==> config.mk <==
export PLATFORM = sky130hd
export DESIGN_NAME = ifu_fetch_queue_flat
export DESIGN_NICKNAME = d
export VERILOG_FILES = /design/src/rtl/ifu_pkg.sv /design/src/rtl/ifu_fetch_queue_if.sv /design/src/rtl/ifu_sync_fifo.sv /design/src/rtl/ifu_fetch_queue.sv /design/src/flat_wrapper.sv
export SDC_FILE = /design/constraint.sdc
export NUM_CORES = 1
export LEC_CHECK = 0
export CAP_MARGIN = 20
export CORE_MARGIN = 3
export CORE_UTILIZATION = 30
export CTS_BUF_LIST = sky130_fd_sc_hd__clkbuf_4
export DETAILED_ROUTE_END_ITERATION = 16
export GPL_TIMING_DRIVEN = 1
export PLACE_DENSITY_LB_ADDON = 0.3
export SLEW_MARGIN = 20
export SYNTH_ARGS = -nofsm -noshare
export SYNTH_HDL_FRONTEND = slang
export SYNTH_SLANG_ARGS = --single-unit
==> constraint.sdc <==
create_clock -name clk -period 13.2 [get_ports clk]
set_input_delay 1.32 -clock clk [delete_from_list [all_inputs] [get_ports clk]]
set_output_delay 1.32 -clock clk [all_outputs]
set_load 0.01 [all_outputs]
==> src/rtl/ifu_pkg.sv <==
// Shared widths, reset address and queue entry layout for the instruction-fetch queue.
package ifu_pkg;

  localparam int XLEN        = 64;
  localparam int INSTR_W     = 32;
  localparam int INSTR_BYTES = 4;
  localparam logic [XLEN-1:0] RESET_PC_DEFAULT = 64'h8000_0000;

  typedef struct packed {
    logic [XLEN-1:0]    pc;
    logic [INSTR_W-1:0] instr;
  } fetch_entry_t;

  localparam int ENTRY_W = $bits(fetch_entry_t);

  // Sequential fetch address; wraps at 2^64 with the carry discarded.
  function automatic logic [XLEN-1:0] next_fetch_pc(input logic [XLEN-1:0] pc);
    return pc + XLEN'(INSTR_BYTES);
  endfunction

endpackage

==> src/rtl/ifu_fetch_queue_if.sv <==
// Fetch-side and decode-side handshake bundle of the fetch queue.
interface ifu_fetch_queue_if;
  import ifu_pkg::*;

  logic [XLEN-1:0]    fetch_pc;
  logic               fetch_en;
  logic               req_fire;
  logic [INSTR_W-1:0] in_instr;
  logic               in_valid;

  logic               out_valid;
  logic               out_ready;
  logic [INSTR_W-1:0] out_instr;
  logic [XLEN-1:0]    out_pc;

  modport master (
    input  fetch_pc, fetch_en, out_valid, out_instr, out_pc,
    output req_fire, in_instr, in_valid, out_ready
  );

  modport slave (
    output fetch_pc, fetch_en, out_valid, out_instr, out_pc,
    input  req_fire, in_instr, in_valid, out_ready
  );
endinterface

==> src/rtl/ifu_sync_fifo.sv <==
// Generic synchronous FIFO with flush; head data reads as zero while empty.
module ifu_sync_fifo #(
  parameter int WIDTH = 96,
  parameter int DEPTH = 4
) (
  input  logic                     clk,
  input  logic                     rst,
  input  logic                     flush,
  input  logic                     push,
  input  logic [WIDTH-1:0]         push_data,
  input  logic                     pop,
  output logic [WIDTH-1:0]         pop_data,
  output logic                     full,
  output logic                     empty,
  output logic [$clog2(DEPTH):0]   count
);

  localparam int AW = $clog2(DEPTH);
  localparam logic [AW-1:0] PTR_ONE = AW'(1);
  localparam logic [AW:0]   CNT_ONE = (AW+1)'(1);

  logic [WIDTH-1:0] mem [DEPTH];
  logic [AW-1:0]    wr_ptr;
  logic [AW-1:0]    rd_ptr;
  logic             do_push;
  logic             do_pop;

  assign empty    = (count == '0);
  assign full     = (count == (AW+1)'(DEPTH));
  assign do_pop   = pop && !empty;
  assign do_push  = push && (!full || do_pop);
  assign pop_data = empty ? '0 : mem[rd_ptr];

  always_ff @(posedge clk) begin
    if (do_push && !flush) begin
      mem[wr_ptr] <= push_data;
    end
  end

  // Flush wins over any push or pop in the same cycle.
  always_ff @(posedge clk) begin
    if (rst || flush) begin
      wr_ptr <= '0;
      rd_ptr <= '0;
      count  <= '0;
    end else begin
      if (do_push) begin
        wr_ptr <= wr_ptr + PTR_ONE;
      end
      if (do_pop) begin
        rd_ptr <= rd_ptr + PTR_ONE;
      end
      case ({do_push, do_pop})
        2'b10:   count <= count + CNT_ONE;
        2'b01:   count <= count - CNT_ONE;
        default: count <= count;
      endcase
    end
  end

endmodule

==> src/rtl/ifu_fetch_queue.sv <==
// Owns the fetch PC, tags returned instructions with their address and queues them
// toward decode; redirects flush the queue and drop the stale in-flight response.
module ifu_fetch_queue
  import ifu_pkg::*;
#(
  parameter int              DEPTH    = 4,
  parameter logic [XLEN-1:0] RESET_PC = RESET_PC_DEFAULT
) (
  input  logic                      clk,
  input  logic                      rst,
  ifu_fetch_queue_if.slave          bus,
  input  logic                      redirect_valid,
  input  logic [XLEN-1:0]           redirect_pc,
  output logic [$clog2(DEPTH):0]    occupancy,
  output logic                      err_spurious
);

  localparam int CW = $clog2(DEPTH) + 1;

  logic [XLEN-1:0] fetch_pc_q;
  logic [XLEN-1:0] inflight_pc;
  logic            outstanding;
  logic            drop;
  logic            push;
  logic            pop;
  logic            fifo_full;
  logic            fifo_empty;
  logic [CW:0]     reserved;
  fetch_entry_t    push_entry;
  fetch_entry_t    head_entry;

  // Every in-flight request holds a queue slot, so a response always has room.
  assign reserved     = {1'b0, occupancy} + {{CW{1'b0}}, outstanding};
  assign bus.fetch_en = !redirect_valid && (reserved < (CW+1)'(DEPTH));
  assign bus.fetch_pc = fetch_pc_q;

  assign push = bus.in_valid && outstanding && !drop && !redirect_valid && !fifo_full;
  assign pop  = bus.out_valid && bus.out_ready && !redirect_valid;

  assign push_entry.pc    = inflight_pc;
  assign push_entry.instr = bus.in_instr;

  ifu_sync_fifo #(
    .WIDTH (ENTRY_W),
    .DEPTH (DEPTH)
  ) u_fifo (
    .clk       (clk),
    .rst       (rst),
    .flush     (redirect_valid),
    .push      (push),
    .push_data (push_entry),
    .pop       (pop),
    .pop_data  (head_entry),
    .full      (fifo_full),
    .empty     (fifo_empty),
    .count     (occupancy)
  );

  assign bus.out_valid = !fifo_empty;
  assign bus.out_instr = head_entry.instr;
  assign bus.out_pc    = head_entry.pc;

  always_ff @(posedge clk) begin
    if (rst) begin
      fetch_pc_q   <= RESET_PC;
      inflight_pc  <= '0;
      outstanding  <= 1'b0;
      drop         <= 1'b0;
      err_spurious <= 1'b0;
    end else begin
      if (redirect_valid) begin
        fetch_pc_q <= redirect_pc;
      end else if (bus.req_fire) begin
        fetch_pc_q <= next_fetch_pc(fetch_pc_q);
      end

      if (bus.req_fire) begin
        inflight_pc <= fetch_pc_q;
      end

      // A response retires the previous request; a new request in the same cycle re-arms.
      if (bus.req_fire) begin
        outstanding <= 1'b1;
      end else if (bus.in_valid && outstanding) begin
        outstanding <= 1'b0;
      end

      if (redirect_valid) begin
        drop <= (outstanding && !bus.in_valid) || bus.req_fire;
      end else if (drop && bus.in_valid) begin
        drop <= 1'b0;
      end

      if (bus.in_valid && !outstanding) begin
        err_spurious <= 1'b1;
      end
    end
  end

endmodule

==> src/flat_wrapper.sv <==
// flat-port wrapper written by rule: the top's interface ports become plain ports
module ifu_fetch_queue_flat import ifu_pkg::*;
#(
  parameter int              DEPTH    = 4,
  parameter logic [XLEN-1:0] RESET_PC = RESET_PC_DEFAULT
)
  (clk, rst, redirect_valid, redirect_pc, occupancy, err_spurious, bus_fetch_pc, bus_fetch_en, bus_out_valid, bus_out_instr, bus_out_pc, bus_req_fire, bus_in_instr, bus_in_valid, bus_out_ready);
  ifu_fetch_queue_if bus_i ();
  input  logic clk;
  input  logic rst;
  input  logic redirect_valid;
  input  logic [XLEN-1:0] redirect_pc;
  output logic [$clog2(DEPTH):0] occupancy;
  output logic err_spurious;
  output wire logic [$bits(bus_i.fetch_pc)-1:0] bus_fetch_pc;
  output wire logic [$bits(bus_i.fetch_en)-1:0] bus_fetch_en;
  output wire logic [$bits(bus_i.out_valid)-1:0] bus_out_valid;
  output wire logic [$bits(bus_i.out_instr)-1:0] bus_out_instr;
  output wire logic [$bits(bus_i.out_pc)-1:0] bus_out_pc;
  input wire logic [$bits(bus_i.req_fire)-1:0] bus_req_fire;
  input wire logic [$bits(bus_i.in_instr)-1:0] bus_in_instr;
  input wire logic [$bits(bus_i.in_valid)-1:0] bus_in_valid;
  input wire logic [$bits(bus_i.out_ready)-1:0] bus_out_ready;
  assign bus_fetch_pc = bus_i.fetch_pc;
  assign bus_fetch_en = bus_i.fetch_en;
  assign bus_out_valid = bus_i.out_valid;
  assign bus_out_instr = bus_i.out_instr;
  assign bus_out_pc = bus_i.out_pc;
  assign bus_i.req_fire = bus_req_fire;
  assign bus_i.in_instr = bus_in_instr;
  assign bus_i.in_valid = bus_in_valid;
  assign bus_i.out_ready = bus_out_ready;
  ifu_fetch_queue #(.DEPTH(DEPTH), .RESET_PC(RESET_PC)) u_core (.clk(clk), .rst(rst), .bus(bus_i), .redirect_valid(redirect_valid), .redirect_pc(redirect_pc), .occupancy(occupancy), .err_spurious(err_spurious));
endmodule
==> reports/results.md, run 1 <==
## Synthesis
- **Post-synth ARST share** 0%
- **synthesized net count** 1466
- **cell with the most instances after synthesis** edfxtp_1
- **count of flip-flops with a built-in enable after synthesis** 384
- **Syn Inst Count** 1357
- **average cell area after synthesis** 15.5 um2
- **most instantiated flip-flop cell in the synthesis netlist** edfxtp_1
- **largest area contributor in the netlist** edfxtp_1
- **Mapped Area** 0.0211 mm2
- **flip-flop and latch count after synthesis** 524
- **total number of yosys warnings** 0
- **number of distinct library cells after synthesis** 55
- **sequential share of the synthesized area** 67.9%
- **top post-synthesis cells by count** edfxtp_1, dfxtp_1, nor2_1, and2_1, mux4_2
- **main area contributors after synthesis** edfxtp_1, dfxtp_1, mux4_2, and2_1, mux2i_1
- **fraction of synthesized cell area taken by the top area cell type** 54.7%

## Clock network
- **CTS root buffer** clkbuf_4
- **post-cts gate resize count** 0
- **number of setup buffers added after CTS** 0
- **Worst-path clk slew** 70 ps
- **total clock sinks** 524
- **clock tree from TritonCTS** done
- **clock network latency to the later pin of the worst-skew pair** 930 ps
- **number of hold buffers added after cts** 0
- **H-tree depth reported by CTS** 4
- **number of buffers added by the clock tree synthesis step** 138
- **maximum clock insertion buffer count** 3

## Place
- **RePlAce Congestion** 0.830
- **I/O Buffers** 267
- **post-DP HPWL** 40100 um

## Power
- **largest voltage drop on the vdd net** 0.0656 mV
- **Pleak** 8.86 nW
- **PD cells** 131 mW/mm2

## Floorplanning
- **effective utilization at floorplan** 30.5%
- **I/O pin count** 268
- **horizontal die dimension** 271 um
- **number of placement rows** 96
- **Core Area** 0.0692 mm2
- **height of the die** 271 um
- **area of the die** 0.0735 mm2

## Timing
- **final critical delay including setup and external delays** 5130 ps
- **final cycle utilization of the critical path** 38.9%
- **setup violation total in the final timing report** 0
- **final-layout setup total negative slack** 0 ps
- **Pins Over Slew Limit** 0
- **actual slew at the worst max-slew pin** 1000 ps
- **Slew Limit Headroom** 33.3%
- **Worst Hold Slack** 466 ps
- **count of final hold-check violations** 0
- **RSZ-0062 raised after global routing** no
- **top achievable clock speed** 195 MHz
- **skew final** 64.6 ps

## Drt
- **DR top layer** met5
- **drt first-iter violations** 941
- **first-pass detailed-route iteration total** 5
- **Detail Route met3 WL** 4560 um
- **Final ANT Viol Nets** 0
- **routed length on met1** 26600 um
- **WL per Instance** 22.3 um
- **post-detailed-route DRC marker count** 0
- **via count** 13.3k
- **Met2 Routed Length** 28700 um
- **post-detailed-routing wire length** 61100 um
- **drt via density** 4.87

## Final layout
- **fraction of layout instances using a drive strength above 1** 20.0%
- **area overhead of the layout relative to synthesis** 26.0%
- **utilization after layout** 38.4%
- **net count reported at finish** 1805

## Global route
- **number of global-route vias before repair** 13.6k
- **pin count of the biggest net entering global routing** 98
- **global-route wire length before repair** 90300 um
- **number of antenna violations at the first check in global routing** 4
- **total grt overflow** 0
- **total routing resource utilization after global routing** 16.6%

## Worst setup path
- **Worst EP required** 11880 ps
- **Worst setup SP type** flip-flop
- **signal arrival time at the worst endpoint** 3810 ps
- **endpoint type of the worst setup path** output port
- **Crit Reg-Reg Startpoint** u_core.outstanding
- **CP Max Fanout** 56
- **critical path type** flip-flop to output port

## Min path
- **kind of path behind the tightest hold check** flip-flop to flip-flop
- **critical hold path startpoint** u_core.inflight_pc[9]

## Job
- **Max Cap Viol** 0

## Outcome
- **run status** finished clean

-- per-stage QoR --
step           setup slack, ps  area [um2]  total power, W  std cells
2_1_floorplan             8120       21100         0.00193       1357
3_3_place_gp              8270       24700         0.00205       2486
3_5_place_dp              8230       24700         0.00205       2486
4_1_cts                   7850       26600         0.00353       2734
5_1_grt                   7800       26600         0.00364       2736
6_report                  8070       26600         0.00348       2736
-- kinds of logic after synthesis --
group	Yosys count	synth area share, %
AO/OA/AOI/OAI	104	3.66
XOR/XNOR	40	1.66
adder cells (fa/ha/maj)	7	0.451
buffers and inverters	98	1.89
flip-flops	524	67.9
multiplexers	162	13.4
AND/OR/NAND/NOR	422	11.0
-- power by group --
part           total, W  internal [W]  leakage [nW]  switching, W
logic          0.000175     0.0000899          3.05     0.0000854
clock network   0.00146      0.000819          1.11      0.000644
registers       0.00184       0.00179          4.69     0.0000477
total           0.00348       0.00270          8.86      0.000777
-- registers in the layout (all words and copies together), names as in the netlist, named ones only --
name	cells
u_core.u_fifo.rd_ptr	2
u_core.u_fifo.wr_ptr	2
u_core.u_fifo.count	3
u_core.err_spurious	1
u_core.u_fifo.mem	384
u_core.drop	1
u_core.bus.fetch_pc	64
u_core.inflight_pc	64
u_core.outstanding	1
-- critical path: stages, from the launching register on --
cell and delay [ps]:
dfxtp_4 770, buf_4 810, mux4_2 500, and2_1 210, clkdlybuf4s50_1 500
-- layer usage --
layer | vias up | track usage (%)
met4 | 2 | 5.37
met2 | 455 | 25.9
met5 | - | 0
li1 | 6028 | -
met1 | 6765 | 21.8
met3 | 86 | 5.65
-- worst paths after layout --
path         cells after the start                  endpoint  slack [ps]
max                              4            bus_out_pc[36]        8070
min                              0  u_core.u_fifo.mem[0][41]         470
max reg2reg                      5  u_core.u_fifo.mem[0][28]        9630
min reg2reg                      0  u_core.u_fifo.mem[0][41]         470
-- cell usage in the layout (no fill, tap or decap), types with 21 or more instances in the layout --
cell type        count
edfxtp_1           384
clkdlybuf4s50_1    264
clkbuf_4           216
dfxtp_1            138
nor2_1             131
and2_1             104
mux4_2              96
mux2i_1             66
nand2_1             40
nand4_1             32
a211oi_1            27
xor2_1              26
nand3_1             24
clkinv_1            22
a21oi_1             21
-- final cells by class --
type | count | area (um2)
Tap cell | 931 | 1160
Fill cell | 6607 | 42600
Antenna cell | 1 | 2.50
Clock inverter | 32 | 229
Clock buffer | 216 | 1620
Inverter | 16 | 60.1
Timing Repair Buffer | 281 | 2790
Multi-Input combinational cell | 735 | 6380
Sequential cell | 524 | 14300
No activity file was read; power rests on OpenSTA's default activity.
==> run 2: changes to the inputs <==
- clock period: 13.2 -> 4.65 ns (I/O delays scaled with it)
==> run 2 against run 1 <==
Utilization rose by 0.25 points. Combinational power rose to 2.9 times the previous value. Setup slack got worse by 7300 ps. Cell area rose by 0.65%. Clock power rose to 2.8 times the previous value. First-iteration DRC count fell by 22%. Non-clock buffer count rose by 12. Worst hold slack got worse by 320 ps. Sequential power rose to 2.8 times the previous value. Routed wire length fell by 1.3%. Critical path type unchanged. Critical endpoint is now bus_out_pc[49]. Largest cell class unchanged. Highest routed layer unchanged.
==> reports/results.md, run 2 (synthesized netlist as in run 1, its figures left out) <==
## Outcome
- **run status** finished clean

## Global route
- **fraction of met3 tracks used by global routing** 5.12%, -0.53 points
- **met1 usage** 21.1%, -0.66 points
- **total routing resource utilization after global routing** 16.4%, -0.22 points
- **global route hottest layer** met2
- **number of global-route vias before repair** 13.7k, +0.65%
- **total grt overflow** 0, unchanged
- **global-route wire length before repair** 89300 um, -1.2%
- **number of antenna violations at the first check in global routing** 4, unchanged
- **met2 track utilization from global routing** 26.2%, +0.28 points
- **pin count of the biggest net entering global routing** 98, unchanged

## Worst setup path
- **cell family with the largest share of critical-path delay** buffers and inverters
- **CP max stage cell** mux4_2
- **signal arrival time at the worst endpoint** 3400 ps, -410 ps
- **worst r2r path cells** 6, +1
- **endpoint type of the worst setup path** output port
- **critical path type** flip-flop to output port
- **termination of the worst setup path** bus_out_pc[49]
- **logic depth of the worst setup path including buffers** 4, unchanged
- **flop2flop setup slack** 1380 ps, -8250 ps
- **Crit Reg-Reg Startpoint** u_core.bus.fetch_pc[2]
- **chain of cells forming the critical path** buf_12, mux4_2, and2_1, clkdlybuf4s50_1
- **reg-to-reg critical path endpoint** u_core.bus.fetch_pc[62]
- **Worst setup SP type** flip-flop
- **CP Max Fanout** 96, +71%
- **Crit path largest cell delay** 670 ps, -140 ps
- **Worst EP required** 4180 ps, -7700 ps
- **Buffers & Inverters on Critical Path** 2, unchanged

## Drt
- **WL per Instance** 21.9 um, -2.0%
- **post-detailed-route DRC marker count** 0, unchanged
- **post-detailed-routing wire length** 60300 um, -1.3%
- **Final ANT Viol Nets** 0, unchanged
- **via count** 13.4k, +0.13%
- **drt first-iter violations** 732, -22%
- **drt via density** 4.85, -0.59%
- **first-pass detailed-route iteration total** 5, unchanged

## Place
- **I/O Buffers** 267, unchanged
- **post-DP HPWL** 39000 um, -2.8%
- **RePlAce Congestion** 0.765, -7.8%
- **Post-DP Area** 0.0249 mm2, +0.64%

## Clock network
- **number of buffers added by the clock tree synthesis step** 138, unchanged
- **clock tree from TritonCTS** done
- **number of setup buffers added after CTS** 0, unchanged
- **H-tree depth reported by CTS** 4, unchanged
- **clock network latency to the later pin of the worst-skew pair** 950 ps, +20 ps
- **total clock sinks** 524, unchanged
- **maximum clock insertion buffer count** 3, unchanged
- **post-cts gate resize count** 0, unchanged
- **number of hold buffers added after cts** 6, +6
- **CTS root buffer** clkbuf_4
- **Worst-path clk slew** 60 ps, about the same

## Final layout
- **net count reported at finish** 1817, +0.66%
- **max FFs per register** 384, unchanged
- **area overhead of the layout relative to synthesis** 26.8%
- **most flop-heavy register** u_core.u_fifo.mem
- **most common cell after layout, fill and taps aside** edfxtp_1
- **multi-input combinational cell area** 0.00638 mm2, unchanged
- **utilization after layout** 38.7%, +0.25 points
- **fraction of layout instances using a drive strength above 1** 20.4%, +0.49 points
- **Layout fillers** 6584, -0.35%
- **final non-filler cell area** 0.0268 mm2, +0.65%
- **Storage cell area** 0.0143 mm2, unchanged
- **commonest cells after routing, fill and taps aside** edfxtp_1, clkdlybuf4s50_1, clkbuf_4

## Timing
- **top achievable clock speed** 258 MHz
- **Pins Over Slew Limit** 0, unchanged
- **skew final** 63.7 ps, -0.949 ps
- **Slew Limit Headroom** 34.9%, +1.6 points
- **actual slew at the worst max-slew pin** 977 ps, -23.5 ps
- **final-layout setup total negative slack** 0 ps, unchanged
- **final critical delay including setup and external delays** 3870 ps
- **final cycle utilization of the critical path** 83.2%
- **count of final hold-check violations** 0, unchanged
- **setup violation total in the final timing report** 0, unchanged
- **RSZ-0062 raised after global routing** no

## Floorplanning
- **area of the die** 0.0735 mm2, unchanged
- **number of placement rows** 96, unchanged
- **height of the die** 271 um, unchanged
- **Core Area** 0.0692 mm2, unchanged
- **horizontal die dimension** 271 um, unchanged
- **effective utilization at floorplan** 30.5%, unchanged
- **I/O pin count** 268, unchanged

## Power
- **switching power** 0.00225 W, +190%
- **share of power burned in combinational logic** 5.2%, +0.2 points
- **internal power** 0.00751 W, +180%
- **PD cells** 365 mW/mm2, +180%
- **net switching share of the total power** 23.1%, +0.74 points
- **largest voltage drop on the vdd net** 0.151 mV, +130%
- **Pleak** 8.92 nW, +0.77%
- **sequential cell fraction of total power** 53.4%, +0.5 points
- **clock share of power** 41.4%, -0.7 points

## Min path
- **kind of path behind the tightest hold check** input pin to flip-flop

## Job
- **Max Cap Viol** 0, unchanged

## run 2: cell types whose count changed in the layout (fill, tap and decap cells not counted), sizes merged
cell | previous run | this run
inv | 19 | 25
buf | 17 | 23
bufinv | 4 | 1
clkbuf | 216 | 214
clkinv | 25 | 29
clkinvlp | 0 | 3
dlygate4sd3 | 0 | 6
## run 2: worst register-to-register path: stages, from the launching register on
cell and delay, ps:
dfxtp_1 630, ha_1 340, nand3_1 150, nor4_2 730, nand3_1 440, or4_1 600, a311oi_1 260
## run 2: metrics by stage
stage | power [W] | hold slack (ps) | setup WS, ps | instances
global placement | 0.00581 | 463 | 1480 | 2492
global route | 0.0102 | 52.0 | 516 | 2756
detailed placement | 0.00582 | 467 | 1470 | 2492
CTS | 0.00991 | 0.896 | 616 | 2754
floorplan | 0.00548 | 459 | 426 | 1357
finish | 0.00976 | 145 | 780 | 2756
## run 2: cell type report
| type | count | share of cell area (%) |
|---|---|---|
| Inverter | 16 | 0.224 |
| Clock buffer | 214 | 6.00 |
| Tap cell | 931 | 4.35 |
| Timing Repair Buffer | 293 | 11.2 |
| Multi-Input combinational cell | 735 | 23.8 |
| Clock inverter | 42 | 0.772 |
| Sequential cell | 524 | 53.6 |
| Antenna cell | 1 | 0.00935 |
## run 2: power by group through the flow
stage | Combinational, W | Clock (W) | Sequential (W)
detailed placement | 0.000505 | 0 | 0.00531
CTS | 0.000512 | 0.00419 | 0.00521
floorplan | 0.000210 | 0 | 0.00527
global route | 0.000545 | 0.00444 | 0.00522
global placement | 0.000500 | 0 | 0.00531
finish | 0.000505 | 0.00404 | 0.00521
## run 2: worst min-delay path by stage
stage / from / endpoint / slack (ps) / cells past startpoint
after floorplan: u_core.inflight_pc[0] / u_core.u_fifo.mem[0][32] / 460 / 0
after global placement: u_core.err_spurious / u_core.err_spurious / 460 / 2
after detailed placement: u_core.err_spurious / u_core.err_spurious / 470 / 2
after CTS: redirect_valid / u_core.u_fifo.wr_ptr[0] / 0.9 / 6
after global routing: bus_in_instr[29] / u_core.u_fifo.mem[2][29] / 50 / 1
final: redirect_pc[44] / u_core.bus.fetch_pc[44] / 140 / 3
## run 2: metal layers
layer	routed length [um]	share of wire (%)	vias up
met1	26000	43	6743
met3	4080	6.8	101
li1	-	-	6063
met5	38	0.063	-
met2	29000	48	441
met4	1230	2.0	6
==> run 3: changes to the inputs <==
- clock period: 4.65 -> 3.45 ns (I/O delays scaled with it)
==> run 3 against run 2 <==
Clock-buffer cell count shrank 12. Die area stayed put. First-iteration DRC count is 56% higher. Highest routed layer unchanged. Flip-flop and latch count unchanged. Routed wire length grew 7.0%. Clock power is 38% higher. Via count is 4.5% higher. Total power grew 37%. Clock skew decreased by 4.6 ps. Global-route usage increased by 1.1 points. Largest cell class unchanged. Worst hold slack worse by 11 ps.
==> reports/results.md, run 3 (synthesized netlist as in run 1, its figures left out) <==
## Power
- **Pleak** 9.76 nW, +9.3%
- **net switching share of the total power** 23.2%, +0.077 points
- **switching power** 0.00310 W, +38%
- **total chip power** 0.0134 W, +37%
- **share of power burned in combinational logic** 6.0%, +0.8 points
- **clock share of power** 41.6%, +0.2 points
- **PD cells** 477 mW/mm2, +31%
- **internal power** 0.0103 W, +37%
- **sequential cell fraction of total power** 52.3%, -1.1 points
- **largest voltage drop on the vdd net** 0.242 mV, +60%

## Worst setup path
- **CP Max Fanout** 11, -89%
- **Worst setup SP type** flip-flop
- **flop2flop setup slack** 770 ps, -610 ps
- **signal arrival time at the worst endpoint** 2910 ps, -490 ps
- **worst r2r path cells** 8, +2
- **Worst EP required** 3110 ps, -1070 ps
- **critical path type** flip-flop to output port
- **Crit Reg-Reg Startpoint** u_core.bus.fetch_pc[3]
- **endpoint type of the worst setup path** output port
- **reg-to-reg critical path endpoint** u_core.bus.fetch_pc[52]
- **termination of the worst setup path** bus_out_pc[8]

## Final layout
- **max FFs per register** 384, unchanged
- **net count reported at finish** 1936, +6.5%
- **most common cell after layout, fill and taps aside** edfxtp_1
- **final std cells w/o fill** 2870, +4.1%
- **commonest cells after routing, fill and taps aside** edfxtp_1, clkdlybuf4s50_1, clkbuf_4
- **utilization after layout** 40.5%, +1.9 points
- **area overhead of the layout relative to synthesis** 32.9%
- **most flop-heavy register** u_core.u_fifo.mem
- **fraction of layout instances using a drive strength above 1** 21.6%, +1.1 points

## Clock network
- **maximum clock insertion buffer count** 3, unchanged
- **Worst-path clk slew** 70 ps, about the same
- **total clock sinks** 524, unchanged
- **CTS root buffer** clkbuf_4
- **clock network latency to the later pin of the worst-skew pair** 940 ps, about the same
- **clock tree from TritonCTS** done
- **number of buffers added by the clock tree synthesis step** 139, +0.72%
- **H-tree depth reported by CTS** 4, unchanged

## Min path
- **kind of path behind the tightest hold check** input pin to flip-flop
- **number of instances on the worst hold path** 3, unchanged

## Job
- **Max Cap Viol** 0, unchanged

## Place
- **cell count after placement** 2524, +1.3%
- **setup slack after placement** 693 ps, -775 ps
- **post-DP HPWL** 40900 um, +4.9%
- **RePlAce Congestion** 0.790, +3.2%
- **I/O Buffers** 267, unchanged

## Timing
- **Slew Limit Headroom** 34.6%, -0.33 points
- **actual slew at the worst max-slew pin** 981 ps, +4.97 ps
- **setup violation total in the final timing report** 0, unchanged
- **skew final** 59.1 ps, -4.59 ps
- **Pins Over Slew Limit** 0, unchanged
- **least setup slack across all paths after layout** 198 ps, -583 ps
- **count of final hold-check violations** 0, unchanged
- **top achievable clock speed** 307 MHz
- **final cycle utilization of the critical path** 94.3%
- **final-layout setup total negative slack** 0 ps, unchanged
- **RSZ-0062 raised after global routing** no
- **final critical delay including setup and external delays** 3250 ps

## Drt
- **via count** 14.0k, +4.5%
- **WL per Instance** 22.5 um, +2.8%
- **post-detailed-route DRC marker count** 0, unchanged
- **Final ANT Viol Nets** 0, unchanged
- **drt first-iter violations** 1143, +56%
- **post-detailed-routing wire length** 64600 um, +7.0%
- **first-pass detailed-route iteration total** 5, unchanged
- **drt via density** 4.86, +0.34%

## Floorplanning
- **I/O pin count** 268, unchanged
- **Core Area** 0.0692 mm2, unchanged
- **number of placement rows** 96, unchanged
- **height of the die** 271 um, unchanged
- **effective utilization at floorplan** 30.5%, unchanged
- **area of the die** 0.0735 mm2, unchanged
- **horizontal die dimension** 271 um, unchanged

## Global route
- **number of global-route vias before repair** 14.3k, +4.1%
- **pin count of the biggest net entering global routing** 69, -30%
- **fraction of met3 tracks used by global routing** 5.31%, +0.19 points
- **global-route wire length before repair** 94300 um, +5.6%
- **total routing resource utilization after global routing** 17.5%, +1.1 points
- **met2 track utilization from global routing** 27.8%, +1.6 points
- **number of antenna violations at the first check in global routing** 4, unchanged
- **met1 usage** 23.2%, +2.1 points
- **global route hottest layer** met2
- **total grt overflow** 0, unchanged

## Outcome
- **run status** finished clean

-- run 3: layout make-up --
cell class / count / area, um2
repair buffers: 410 / 4250
multi-input cells: 736 / 6390
inverters: 16 / 60.1
clock inverters: 49 / 322
diodes: 2 / 5.00
well taps: 931 / 1160
fillers: 6530 / 41100
flip-flops and latches: 524 / 14300
clock buffers: 202 / 1520
-- run 3: worst min-delay path by stage --
stage,from,end,slack (ps)
after floorplan,bus_in_instr[0],u_core.u_fifo.mem[0][0],440
after global placement,u_core.err_spurious,u_core.err_spurious,460
after detailed placement,u_core.err_spurious,u_core.err_spurious,480
after CTS,redirect_pc[4],u_core.bus.fetch_pc[4],0.5
after global routing,redirect_pc[41],u_core.bus.fetch_pc[41],9
final,redirect_pc[26],u_core.bus.fetch_pc[26],130
-- run 3: stage by stage --
step / hold slack, ps / cell area [um2]
floorplan: 444 / 21100
global placement: 462 / 25200
detailed placement: 476 / 25200
CTS: 0.475 / 28000
global route: 9.21 / 28000
finish: 134 / 28000
-- run 3: worst max-delay path, cell delays in order (launching register included) --
cell and delay, ps:
dfxtp_4 380, buf_4 200, buf_16 180, mux4_2 530, and2_1 200, clkdlybuf4s50_1 480
-- run 3: power by group through the flow --
stage | Sequential (W) | Clock, W | Combinational, W
6_report | 0.00700 | 0.00557 | 0.000808
5_1_grt | 0.00701 | 0.00614 | 0.000863
4_1_cts | 0.00700 | 0.00579 | 0.000815
3_5_place_dp | 0.00714 | 0 | 0.000739
3_3_place_gp | 0.00713 | 0 | 0.000731
2_1_floorplan | 0.00711 | 0 | 0.000283
-- run 3: per-layer routing --
metal,vias up,part of all wire (%)
met2,479,47
met1,7086,44
met3,85,6.6
met4,2,1.6
met5,-,0.019
li1,6302,-
-- run 3: timing repair --
item	4_1_cts	5_1_grt
hold endpoints to repair	226	1
cloned	4	1
pin swaps	1	0
resized for setup	29	9
setup buffers	13	0
endpoints found under the setup margin	96	9
hold buffers	74	1
